[config.mk]
export PLATFORM = sky130hd
export DESIGN_NAME = wb_interconnect_n_flat
export DESIGN_NICKNAME = d
export VERILOG_FILES = /design/src/rtl/wb_interconnect_n_if.sv /design/src/rtl/wb_interconnect_n.sv /design/src/flat_wrapper.sv
export SDC_FILE = /design/constraint.sdc
export NUM_CORES = 1
export LEC_CHECK = 0
export CAP_MARGIN = 20
export CORE_AREA = 2 2 125 127
export CTS_BUF_LIST = sky130_fd_sc_hd__clkbuf_8
export CTS_CLUSTER_SIZE = 10
export DETAILED_ROUTE_END_ITERATION = 16
export DIE_AREA = 0 0 127 129
export GPL_ROUTABILITY_DRIVEN = 0
export PLACE_DENSITY_LB_ADDON = 0.12
export REMOVE_ABC_BUFFERS = 1
export SETUP_SLACK_MARGIN = 0.5
export SLEW_MARGIN = 20
export SYNTH_ARGS = -nofsm -noshare
export SYNTH_HDL_FRONTEND = slang
export SYNTH_SLANG_ARGS = --single-unit
[constraint.sdc]
create_clock -name i_clk -period 2.85 [get_ports i_clk]
set_input_delay 0.4275 -clock i_clk [delete_from_list [all_inputs] [get_ports i_clk]]
set_output_delay 0.4275 -clock i_clk [all_outputs]
set_load 0.02 [all_outputs]
[src/rtl/wb_interconnect_n_if.sv]
// Bus bundle between one pipelined Wishbone master, the interconnect and N slaves.
// The interconnect uses the slave modport; the master modport is the mirror view for the environment.
interface wb_interconnect_n_if #(
  parameter int AW       = 30,
  parameter int DW       = 32,
  parameter int N_SLAVES = 4
);
  // Master side
  logic                   i_wb_cyc;
  logic                   i_wb_stb;
  logic                   i_wb_we;
  logic [AW-1:0]          i_wb_addr;
  logic [DW-1:0]          i_wb_data;
  logic [DW/8-1:0]        i_wb_sel;
  logic                   o_wb_stall;
  logic                   o_wb_ack;
  logic                   o_wb_err;
  logic [DW-1:0]          o_wb_data;

  // Slave side; slave k read data sits at [k*DW +: DW]
  logic [N_SLAVES-1:0]    o_s_cyc;
  logic [N_SLAVES-1:0]    o_s_stb;
  logic                   o_s_we;
  logic [AW-1:0]          o_s_addr;
  logic [DW-1:0]          o_s_data;
  logic [DW/8-1:0]        o_s_sel;
  logic [N_SLAVES-1:0]    i_s_stall;
  logic [N_SLAVES-1:0]    i_s_ack;
  logic [N_SLAVES-1:0]    i_s_err;
  logic [N_SLAVES*DW-1:0] i_s_data;

  modport slave (
    input  i_wb_cyc, i_wb_stb, i_wb_we, i_wb_addr, i_wb_data, i_wb_sel,
    output o_wb_stall, o_wb_ack, o_wb_err, o_wb_data,
    output o_s_cyc, o_s_stb, o_s_we, o_s_addr, o_s_data, o_s_sel,
    input  i_s_stall, i_s_ack, i_s_err, i_s_data
  );

  modport master (
    output i_wb_cyc, i_wb_stb, i_wb_we, i_wb_addr, i_wb_data, i_wb_sel,
    input  o_wb_stall, o_wb_ack, o_wb_err, o_wb_data,
    input  o_s_cyc, o_s_stb, o_s_we, o_s_addr, o_s_data, o_s_sel,
    output i_s_stall, i_s_ack, i_s_err, i_s_data
  );
endinterface

[src/rtl/wb_interconnect_n.sv]
// Single-master, N-slave pipelined Wishbone decoder/router with outstanding-request
// tracking, unmapped-address error and a watchdog that aborts a hung cycle.
module wb_interconnect_n #(
  parameter int AW       = 30,
  parameter int DW       = 32,
  parameter int N_SLAVES = 4,
  parameter int SEL_W    = 2,
  parameter int MAX_OUT  = 4,
  parameter int TIMEOUT  = 1024
) (
  input  logic                 i_clk,
  input  logic                 i_reset,
  wb_interconnect_n_if.slave   bus
);

  localparam int OW = $clog2(MAX_OUT + 1);
  localparam int WW = $clog2(TIMEOUT);

  typedef enum logic [1:0] {IDLE, BUSY, BADADDR, ABORT} state_t;

  state_t              state, state_nxt;
  logic [SEL_W-1:0]    idx, lock;
  logic                mapped;
  logic [OW-1:0]       cnt, cnt_nxt;
  logic [WW-1:0]       wd, wd_nxt;
  logic [N_SLAVES-1:0] s_cyc, s_stb;
  logic                stall, accept, bad, resp_ack, resp_err, timeout;
  logic                ack_q, err_q;
  logic [DW-1:0]       data_q;

  assign idx    = bus.i_wb_addr[AW-1 -: SEL_W];
  assign mapped = (int'(idx) < N_SLAVES);

  // NOTE: every always_comb output gets a default before the case so no path infers a latch.
  always_comb begin
    s_cyc     = '0;
    s_stb     = '0;
    stall     = 1'b0;
    accept    = 1'b0;
    bad       = 1'b0;
    resp_ack  = 1'b0;
    resp_err  = 1'b0;
    timeout   = 1'b0;
    state_nxt = state;
    cnt_nxt   = cnt;
    wd_nxt    = '0;

    case (state)
      IDLE: begin
        if (bus.i_wb_cyc && bus.i_wb_stb) begin
          if (mapped) begin
            s_cyc[idx] = 1'b1;
            s_stb[idx] = 1'b1;
            stall      = bus.i_s_stall[idx];
            accept     = !stall;
            if (accept) begin
              state_nxt = BUSY;
              cnt_nxt   = OW'(1);
            end
          end else begin
            bad       = 1'b1;
            state_nxt = BADADDR;
          end
        end
      end

      BUSY: begin
        s_cyc[lock] = 1'b1;
        // Only the locked slave may take new strobes, and only while there is room to track them
        if (idx == lock && cnt < OW'(MAX_OUT)) begin
          s_stb[lock] = bus.i_wb_stb;
          stall       = bus.i_s_stall[lock];
        end else begin
          stall = 1'b1;
        end
        accept   = bus.i_wb_stb && !stall;
        resp_ack = bus.i_s_ack[lock];
        resp_err = bus.i_s_err[lock];
        cnt_nxt  = cnt + OW'(accept) - OW'(resp_ack || resp_err);

        if (accept || resp_ack || resp_err) begin
          wd_nxt = '0;
        end else begin
          wd_nxt  = wd + WW'(1);
          timeout = (wd == WW'(TIMEOUT - 1));
        end

        if (timeout) begin
          cnt_nxt   = '0;
          wd_nxt    = '0;
          state_nxt = ABORT;
        end else if (cnt_nxt == '0) begin
          state_nxt = IDLE;
        end
      end

      BADADDR: begin
        stall     = 1'b1;
        state_nxt = IDLE;
      end

      ABORT: stall = 1'b1;

      default: state_nxt = IDLE;
    endcase

    // Dropping cyc abandons everything in flight, including responses still owed
    if (!bus.i_wb_cyc) begin
      s_cyc     = '0;
      s_stb     = '0;
      stall     = 1'b0;
      accept    = 1'b0;
      bad       = 1'b0;
      resp_ack  = 1'b0;
      resp_err  = 1'b0;
      timeout   = 1'b0;
      state_nxt = IDLE;
      cnt_nxt   = '0;
      wd_nxt    = '0;
    end
  end

  // NOTE: sequential state uses non-blocking assignments so every register samples pre-edge values.
  always_ff @(posedge i_clk or posedge i_reset) begin
    if (i_reset) begin
      state  <= IDLE;
      lock   <= '0;
      cnt    <= '0;
      wd     <= '0;
      ack_q  <= 1'b0;
      err_q  <= 1'b0;
      data_q <= '0;
    end else begin
      state <= state_nxt;
      cnt   <= cnt_nxt;
      wd    <= wd_nxt;
      if (state == IDLE && accept) lock <= idx;
      ack_q <= resp_ack;
      err_q <= resp_err || bad || timeout;
      if (resp_ack) data_q <= bus.i_s_data[int'(lock)*DW +: DW];
    end
  end

  assign bus.o_wb_stall = stall;
  assign bus.o_wb_ack   = ack_q && bus.i_wb_cyc;
  assign bus.o_wb_err   = err_q && bus.i_wb_cyc;
  assign bus.o_wb_data  = data_q;

  assign bus.o_s_cyc  = s_cyc;
  assign bus.o_s_stb  = s_stb;
  assign bus.o_s_we   = bus.i_wb_we && bus.i_wb_cyc;
  assign bus.o_s_addr = bus.i_wb_cyc ? bus.i_wb_addr : '0;
  assign bus.o_s_data = bus.i_wb_cyc ? bus.i_wb_data : '0;
  assign bus.o_s_sel  = bus.i_wb_cyc ? bus.i_wb_sel  : '0;

endmodule

[src/flat_wrapper.sv]
// flat-port wrapper written by rule: the top's interface ports become plain ports
module wb_interconnect_n_flat 
#(
  parameter int AW       = 30,
  parameter int DW       = 32,
  parameter int N_SLAVES = 4,
  parameter int SEL_W    = 2,
  parameter int MAX_OUT  = 4,
  parameter int TIMEOUT  = 1024
)
  (i_clk, i_reset, bus_i_wb_cyc, bus_i_wb_stb, bus_i_wb_we, bus_i_wb_addr, bus_i_wb_data, bus_i_wb_sel, bus_o_wb_stall, bus_o_wb_ack, bus_o_wb_err, bus_o_wb_data, bus_o_s_cyc, bus_o_s_stb, bus_o_s_we, bus_o_s_addr, bus_o_s_data, bus_o_s_sel, bus_i_s_stall, bus_i_s_ack, bus_i_s_err, bus_i_s_data);
  wb_interconnect_n_if #(.AW(AW), .DW(DW), .N_SLAVES(N_SLAVES)) bus_i ();
  input  logic i_clk;
  input  logic i_reset;
  input wire logic [$bits(bus_i.i_wb_cyc)-1:0] bus_i_wb_cyc;
  input wire logic [$bits(bus_i.i_wb_stb)-1:0] bus_i_wb_stb;
  input wire logic [$bits(bus_i.i_wb_we)-1:0] bus_i_wb_we;
  input wire logic [$bits(bus_i.i_wb_addr)-1:0] bus_i_wb_addr;
  input wire logic [$bits(bus_i.i_wb_data)-1:0] bus_i_wb_data;
  input wire logic [$bits(bus_i.i_wb_sel)-1:0] bus_i_wb_sel;
  output wire logic [$bits(bus_i.o_wb_stall)-1:0] bus_o_wb_stall;
  output wire logic [$bits(bus_i.o_wb_ack)-1:0] bus_o_wb_ack;
  output wire logic [$bits(bus_i.o_wb_err)-1:0] bus_o_wb_err;
  output wire logic [$bits(bus_i.o_wb_data)-1:0] bus_o_wb_data;
  output wire logic [$bits(bus_i.o_s_cyc)-1:0] bus_o_s_cyc;
  output wire logic [$bits(bus_i.o_s_stb)-1:0] bus_o_s_stb;
  output wire logic [$bits(bus_i.o_s_we)-1:0] bus_o_s_we;
  output wire logic [$bits(bus_i.o_s_addr)-1:0] bus_o_s_addr;
  output wire logic [$bits(bus_i.o_s_data)-1:0] bus_o_s_data;
  output wire logic [$bits(bus_i.o_s_sel)-1:0] bus_o_s_sel;
  input wire logic [$bits(bus_i.i_s_stall)-1:0] bus_i_s_stall;
  input wire logic [$bits(bus_i.i_s_ack)-1:0] bus_i_s_ack;
  input wire logic [$bits(bus_i.i_s_err)-1:0] bus_i_s_err;
  input wire logic [$bits(bus_i.i_s_data)-1:0] bus_i_s_data;
  assign bus_i.i_wb_cyc = bus_i_wb_cyc;
  assign bus_i.i_wb_stb = bus_i_wb_stb;
  assign bus_i.i_wb_we = bus_i_wb_we;
  assign bus_i.i_wb_addr = bus_i_wb_addr;
  assign bus_i.i_wb_data = bus_i_wb_data;
  assign bus_i.i_wb_sel = bus_i_wb_sel;
  assign bus_o_wb_stall = bus_i.o_wb_stall;
  assign bus_o_wb_ack = bus_i.o_wb_ack;
  assign bus_o_wb_err = bus_i.o_wb_err;
  assign bus_o_wb_data = bus_i.o_wb_data;
  assign bus_o_s_cyc = bus_i.o_s_cyc;
  assign bus_o_s_stb = bus_i.o_s_stb;
  assign bus_o_s_we = bus_i.o_s_we;
  assign bus_o_s_addr = bus_i.o_s_addr;
  assign bus_o_s_data = bus_i.o_s_data;
  assign bus_o_s_sel = bus_i.o_s_sel;
  assign bus_i.i_s_stall = bus_i_s_stall;
  assign bus_i.i_s_ack = bus_i_s_ack;
  assign bus_i.i_s_err = bus_i_s_err;
  assign bus_i.i_s_data = bus_i_s_data;
  wb_interconnect_n #(.AW(AW), .DW(DW), .N_SLAVES(N_SLAVES), .SEL_W(SEL_W), .MAX_OUT(MAX_OUT), .TIMEOUT(TIMEOUT)) u_core (.i_clk(i_clk), .i_reset(i_reset), .bus(bus_i));
endmodule
== Yosys cells after proc, flatten, opt, wreduce, memory -nomap -nowiden ==
Cells that the tools add are included.

* Shifts and indexed selects: 1
* Add/sub/neg operators: 3
* Order comparisons: 5
* Eq/ne operators: 10
* Reductions and logical operators: 20
* Bitwise gates (word level): 1
* Muxes and demuxes: 52

{| class="wikitable"
|+ Operator list
! kind !! number
|-
| $shiftx A128 B8 Y32 || 1
|-
| $mux W10 || 4
|-
| $mux W32 || 1
|-
| $mux W30 || 1
|-
| $mux W1 || 20
|-
| $mux W4 || 5
|-
| $pmux W4 S2 || 2
|-
| $mux W3 || 4
|-
| $add A10 B1 Y10 const B || 1
|-
| $eq A10 B10 Y1 const B || 1
|-
| $mux W2 || 5
|-
| $logic_and A1 B1 Y1 || 9
|-
| $bmux W1 S2 || 4
|-
| $lt A2 B3 Y1 const B || 2
|-
| $pmux W2 S3 || 1
|-
| $pmux W3 S2 || 1
|-
| $and A4 B4 Y4 || 1
|-
| $demux W1 S2 || 2
|-
| $eq A2 B2 Y1 const B || 2
|-
| $ge A2 B1 Y1 const B || 2
|-
| $logic_or A1 B1 Y1 || 4
|-
| $ne A4 B1 Y1 const B || 1
|-
| $ne A4 B2 Y1 const B || 1
|-
| $reduce_and A4 Y1 || 1
|-
| 15 further kinds || 16
|}

* Word-level logic and storage cells: 99
* Output and inout bits: 110
* Input bits: 211
* Flip-flop bits (word level): 51

== Longest topological paths before layout ==
Gate-level depths: netlist (run 1).

* Word-level depth: 13
* Mapped depth: 13
* Mapped depth without buffers: 12

== Worst setup path before layout (run 1) ==
No wires, ideal clock.

* Path kind: reg-to-reg
* Start: reg u_core.lock[0]
* End: reg u_core.cnt[2]
* Data required time: 2772 ps
* Setup time: 78 ps
* Arrival time: 2803 ps
* Period minus slack after synthesis: 2881 ps
* Path buffers: 1
* Slack: -31 ps
* Stages on the path, launching flop included: 12
* Cells stage by stage: dfrtp_1 -> buf_6 -> mux4_2 -> or4_4 -> inv_1 -> ha_1 -> inv_1 -> fa_1 -> xnor2_1 -> or2_2 -> a211oi_2 -> o21bai_1

* Cells in the longest elaborated chain, start to end: 13
* Elaborated cells between the ends (all ways): 22
* Those cells by class: add/sub (2); eq/ne (1); mux (13); reduce/logical (6)

{| class="wikitable"
|+ Ends and longest elaborated chain
! what !! line !! text
|-
| start, declared || wb_interconnect_n.sv:22 || <nowiki>logic [SEL_W-1:0] idx, lock;</nowiki>
|-
| start signal, assigned || wb_interconnect_n.sv:137 || <nowiki>if (state == IDLE && accept) lock <= idx;</nowiki>
|-
| branches (longest 10 deep; another with $add A3 B1 Y3) || -- ||
|-
| $mux W3 * || wb_interconnect_n.sv:88 || <nowiki>if (timeout) begin</nowiki>
|-
| $pmux W3 S2 * || wb_interconnect_n.sv:48 || <nowiki>case (state)</nowiki>
|-
| $mux W3 * || wb_interconnect_n.sv:108 || <nowiki>if (!bus.i_wb_cyc) begin</nowiki>
|-
| end signal, assigned || wb_interconnect_n.sv:135 || <nowiki>cnt <= cnt_nxt;</nowiki>
|-
| end, declared || wb_interconnect_n.sv:24 || <nowiki>logic [OW-1:0] cnt, cnt_nxt;</nowiki>
|}

Mark *: on every way between the ends. The select of a mux whose other input is x is not followed.
A chain may end at the register's enable or synchronous reset.

== Worst setup path in the final report (run 1) ==
* Start: reg u_core.lock[0]
* End: reg u_core.state[0]

* Cells in the longest elaborated chain, start to end: 13
* Elaborated cells between the ends (all ways): 25
* Those cells by class: add/sub (2); eq/ne (2); mux (13); reduce/logical (8)

{| class="wikitable"
|+ Ends and longest elaborated chain
! what !! line !! text
|-
| branches (longest 13 deep; another with $add A3 B1 Y3) || -- ||
|-
| end signal, assigned || wb_interconnect_n.sv:134 || <nowiki>state <= state_nxt;</nowiki>
|-
| end, declared || wb_interconnect_n.sv:21 || <nowiki>state_t state, state_nxt;</nowiki>
|}

Parallel ways; which one is timed is not known. The select of a mux whose other input is x is not followed.

==> flow_metrics.tcl, run 1 <==
set metrics [dict create \
    run_status "complete, but fails checks" \
    violations "negative setup slack" \
    synth_top_family_by_area "multiplexers" \
    critPathKind "reg2reg" \
    final_nets 874 \
    reg2reg_from "u_core.lock[0]" \
    final_common_cell "clkdlybuf4s50_1" \
    track_usage_pct 16.6 \
    slew_violations 0 \
    slowest_delay_ns 0.58 \
    cts_buffers 5 \
    crit_chain "mux4_2, or4_4, inv_4, ha_4, inv_2, fa_2, xnor2_2, buf_4, xnor2_2, nor3b_2, a31oi_1" \
    grt_pass1_wl_microns 21200 \
    ys_ff_latch 51 \
    overflow 0 \
    syn_to_final_growth_pct 104 \
    firstDrtPassIters 4 \
    core_sq_um 15000 \
    drive_gt1_share_pct 21.7 \
    placed_area_sq_um 7190 \
    clock_sinks 51 \
    period_minus_slack_ns 2.93 \
    p_leak_nw 2.98 \
    portBuffers 320 \
    rows 45 \
    r2r_end "u_core.state[0]" \
    num_vias 3846 \
    grt_max_degree 63 \
    start_util_pct 24.6 \
    post-place-cells 830 \
    crit_top_cell "xnor2_2" \
    final_area_sq_um 7490 \
    drc 0 \
    antenna_found_initial 0 \
    grt_pass1_vias 4050 \
    setup.worst_path.end "u_core.state[0]" \
    skew_ns 0.00956 \
    max_freq_mhz 342 \
    endpoint_kind "flop" \
    fill_cells 1389 \
    max_slew_margin_pct 60.0 \
    synth-compound-area-share_pct 3.84 \
    synth_cell_types 40 \
    clock_path_buffers 2 \
    yosys.area_share.adder_pct 1.56 \
    ff2ff_setup_slack_ns -0.08 \
    startpoint_type "flop" \
    synthArstFlopShare_pct 100 \
    multi_input_area_sq_um 2370 \
    n_antenna_cell 0 \
    worstSkewPairLatency_ns 0.31 \
    yosys_warnings 0 \
    ant_nets 0 \
    critPathLaunch "u_core.lock[0]" \
    p_per_area_nw_per_um2 532 \
    tightest_slew_ns 0.601 \
    routed_wl_microns 14100 \
    die_area_sq_um 16400 \
    yosys.area_share.simple_pct 20.8 \
    cp_max_fo 3 \
    setup_violations 2 \
    cts-root-buf "clkbuf_8" \
    ys.flop_type "dfrtp_1" \
    synth-edff-count 0 \
    syn_area_sq_um 3680 \
    seqCellArea_sq_um 1280 \
    synthMuxAreaShare_pct 32.7 \
    finalPower_w 0.00399 \
    synthXorXnorAreaFrac_pct 2.62 \
    critical_path.slowest_cell "or4_4" \
    first_iter_violations 64 \
    drv_cap 0 \
    dp_hpwl_microns 11900 \
    final_cell_mix "clkdlybuf4s50_1, and2_1, dfrtp_1, mux4_2, mux2_2" \
    hold_viol_final 0 \
    clkSlewWorstSetupHoldPaths_ns 0.10 \
    ir_drop_v 0.000276 \
    cts_tree "done" \
    ys_seq_area_share_pct 34.7 \
    synthCells 327 \
    die_w_microns 127 \
    cp.arrival_ns 3.12 \
    htree_levels 2 \
    rsz0062_at_grt "yes" \
    ioPinCount 321 \
    die_h_microns 129 \
    layout_setup_ws_ns -0.0758 \
    required_ns 3.04 \
    rr_worst_depth 11 \
    hp-class "in2async" \
    syn_area_per_cell_sq_um 11.2 \
    fin_cells 848 \
    wl_per_cell_microns 16.7 \
    vias_per_cell 4.54 \
    fin_crit_sh_pct 103 \
]
-- per-stage QoR --
step	util [%]	hold slack [ns]	TNS, ns	setup WS (ns)
6_report	50.0	0.489	-0.151	-0.0758
3_3_place_gp	48.0	0.479	-1.50	-0.499
5_1_grt	50.0	0.527	-0.473	-0.206
2_1_floorplan	-	0.451	-31.94	-1.35
4_1_cts	49.1	0.495	-0.262	-0.138
3_5_place_dp	48.0	0.486	-1.79	-0.604
-- state kept, by name, indices dropped and copies added, names as in the netlist --
register              cells
u_core.err_q              1
u_core.cnt                3
u_core.ack_q              1
u_core.lock               2
u_core.wd                10
u_core.bus.o_wb_data     32
u_core.state              2
-- cell usage after synthesis (2+ instances only) --
cell type  number  area [sq um]
or2_2           4          25.0
nor2b_1         4          25.0
xor2_1          6          52.6
mux4_2         35           788
nand3_1         6          30.0
buf_1           3          11.3
ha_1            3          37.5
clkbuf_1       14          52.6
inv_1          11          41.3
or3_1           2          12.5
xnor2_1         5          43.8
a21oi_1         7          35.0
dfrtp_1        51          1280
nor2_1         22          82.6
nand2_1        11          41.3
mux2_2         34           383
o21a_1          3          22.5
and4_1          2          17.5
nand2b_1        3          18.8
and3_1          2          12.5
mux2i_1         3          30.0
and2_1         70           438
o21ai_0         5          25.0
buf_2           5          25.0
-- what timing repair did --
item                       CTS  global route
hold buffers                 0             0
setup endpoints to repair   12            11
pin swaps                    6            15
setup buffers                5             5
gates resized for setup     46            30
-- worst max-delay path, delay by kind of cell (launching register included) --
family / cells / cell delay (ns)
AND/OR/NAND/NOR: 2 / 0.75
multiplexers: 1 / 0.55
adder cells (fa/ha/maj): 2 / 0.46
flip-flops: 1 / 0.43
XOR/XNOR: 2 / 0.29
buffers and inverters: 3 / 0.27
AO/OA/AOI/OAI: 1 / 0.09
-- layer usage --
| metal | GRT usage, % | share of wire [%] |
|---|---|---|
| met1 | 17.5 | 35 |
| met2 | 32.8 | 55 |
| met3 | 4.16 | 8.2 |
| met4 | 4.14 | 1.4 |
| met5 | 0 | 0 |
-- worst min-delay path by stage --
stage | to | slack, ns | cells after the start
after global routing | u_core.state[0] | 0.53 | 3
after global placement | u_core.wd[0] | 0.48 | 1
after CTS | u_core.bus.o_wb_data[25] | 0.50 | 2
after floorplan | u_core.wd[0] | 0.45 | 1
after detailed placement | u_core.wd[0] | 0.49 | 1
final | u_core.bus.o_wb_data[25] | 0.49 | 2
-- where the power goes --
part	total, W	switching (W)	internal, W	leakage [nW]
clock network	0.000427	0.000253	0.000174	0.0483
registers	0.00111	0.000139	0.000967	0.644
logic	0.00245	0.00102	0.00143	2.29
-- final cells by class --
cell class                      instances  area share [%]
Clock buffer                            5           0.919
Clock inverter                          3           0.251
Inverter                               11           0.585
Multi-Input combinational cell        242            31.6
Sequential cell                        51            17.1
Tap cell                              188            3.14
Timing Repair Buffer                  348            46.4
-- kinds of logic after synthesis --
logic type	after synthesis
AND/OR/NAND/NOR	133
XOR/XNOR	11
adder cells (fa/ha/maj)	4
AO/OA/AOI/OAI	22
buffers and inverters	34
multiplexers	72
flip-flops	51
No activity file was read; power rests on OpenSTA's default activity.
==> run 2, diff against run 1 <==
CORE_AREA = not set   (was 2 2 125 127)
CORE_MARGIN = 10   (was not set)
CORE_UTILIZATION = 30   (was not set)
DIE_AREA = not set   (was 0 0 127 129)
MAX_ROUTING_LAYER = met4   (was not set)
==> run 2 against run 1 <==
  * The run now ends clean
  * Sequential power about the same
  * Setup slack improved by 0.084 ns
  * Clock skew increased by 0.0031 ns
  * Largest power group unchanged
  * Core utilization increased by 11 points
  * Non-clock buffer count decreased by 4
  * Via count increased by 0.42%
  * Flip-flop and latch count unchanged
  * Power increased by 2.3%
  * Critical path depth unchanged
  * Hold slack got worse by 0.014 ns
==> flow_metrics.tcl, run 2 (synthesis gave the netlist of run 1 again) <==
set metrics [dict create \
    run_status "finished, final reports clean" \
    routed_wl_microns 17100 \
    portBuffers 320 \
    wl_per_cell_microns 21.2 \
    post-place-ws_ns -0.624 \
    rr_worst_depth 12 \
    required_ns 3.08 \
    ir_drop_v 0.000302 \
    grt_max_degree 39 \
    clkSlewWorstSetupHoldPaths_ns 0.11 \
    clock_path_buffers 2 \
    die_h_microns 131 \
    hold_viol_final 0 \
    fin_cells 805 \
    firstDrtPassIters 4 \
    cp_max_fo 3 \
    cts_buffers 5 \
    dp_hpwl_microns 14800 \
    syn_to_final_growth_pct 98.7 \
    skew_ns 0.0127 \
    final_cell_mix "clkdlybuf4s50_1, and2_1, dlygate4sd2_1, dfrtp_1, mux4_2" \
    cp.arrival_ns 3.07 \
    critPathKind "in2reg" \
    htree_levels 2 \
    finalPower_w 0.00408 \
    track_usage_pct 19.7 \
    cts-root-buf "clkbuf_8" \
    clock_sinks 51 \
    p_per_area_nw_per_um2 558 \
    die_w_microns 131 \
    fin_crit_sh_pct 99.7 \
    hp-class "in2async" \
    drc 0 \
    grt_pass1_vias 4217 \
    vias_per_cell 4.80 \
    tns_ns 0 \
    tightest_slew_ns 0.431 \
    startpoint_type "input pin" \
    max_slew_margin_pct 70.8 \
    first_iter_violations 150 \
    setup_violations 0 \
    rsz0062_at_grt "yes" \
    p_leak_nw 3.12 \
    overflow 0 \
    final_nets 870 \
    endpoint_kind "flop" \
    worstSkewPairLatency_ns 0.31 \
    slew_violations 0 \
    ioPinCount 321 \
    start_util_pct 30.6 \
    drive_gt1_share_pct 20.6 \
    fill_cells 1047 \
    ant_nets 0 \
    final_common_cell "clkdlybuf4s50_1" \
    post-place-cells 789 \
    num_vias 3862 \
    drv_cap 0 \
    die_area_sq_um 17100 \
    cts_tree "done" \
    cts_hold_buffers 0 \
    period_minus_slack_ns 2.84 \
    grt_pass1_wl_microns 24800 \
    core_sq_um 12000 \
    antenna_found_initial 2 \
    fin_util_pct 60.8 \
    max_freq_mhz 352 \
    layout_setup_ws_ns 0.00831 \
    largest_register_ffs 32 \
    rows 40 \
]
run 2: per-layer routing:
metal / share of wire (%) / GRT usage (%) / vias to the layer above
li1: - / - / 1816
met1: 37 / 20.6 / 1857
met2: 53 / 34.9 / 175
met3: 8.9 / 6.73 / 14
met4: 1.6 / 5.04 / 0
met5: 0 / - / -
run 2: final cells by class:
type / count / area [sq um] / area share [%]
well taps: 147 / 184 / 2.52
repair buffers: 344 / 3330 / 45.6
clock buffers: 5 / 68.8 / 0.942
multi-input cells: 242 / 2320 / 31.8
diodes: 2 / 5.00 / 0.0685
inverters: 11 / 43.8 / 0.599
flip-flops and latches: 51 / 1280 / 17.5
clock inverters: 3 / 71.3 / 0.976
run 2: path summary, 6_finish.rpt:
check / from / endpoint / slack (ns)
worst max-delay path: bus_i_s_stall[0] / u_core.cnt[2] / 0.008
worst min-delay path: i_reset / u_core.bus.o_wb_data[4] / 0.47
worst max register to register: u_core.lock[0] / u_core.cnt[2] / 0.02
worst min register to register: u_core.wd[0] / u_core.wd[0] / 0.49
max in group asynchronous: i_reset / u_core.lock[0] / 2.03
min in group i_clk: u_core.wd[0] / u_core.wd[0] / 0.49
run 2: what timing repair did:
item	CTS	global route
gates resized for setup	106	35
gates cloned	1	0
pin swaps	6	4
endpoints found under the setup margin	81	40
setup buffers	4	1
hold endpoints to repair	0	0
run 2: worst max-delay path, cell delays in order:
cell             delay (ns)
clkdlybuf4s50_1        0.43
mux4_2                 0.49
or4_4                  0.46
inv_4                  0.08
ha_4                   0.12
inv_2                  0.03
fa_2                   0.35
xnor2_2                0.16
or2_4                  0.24
a211oi_2               0.17
o21bai_1               0.12
run 2: per-stage QoR:
step	instance area, sq um	hold slack, ns
final	7310	0.474
after global routing	7310	0.509
after CTS	7260	0.482
after detailed placement	7130	0.489
after global placement	7130	0.470
after floorplan	3580	0.451
run 2: where the power goes:
part | switching [W] | internal (W)
Clock | 0.000262 | 0.000357
Sequential | 0.000150 | 0.000967
Combinational | 0.00102 | 0.00133
==> run 3, diff against run 2 <==
ABC_CLOCK_PERIOD_IN_PS = 2850   (was not set)
==> results of run 3 <==
Final layout, timing and power as in run 2 (identical DEF).
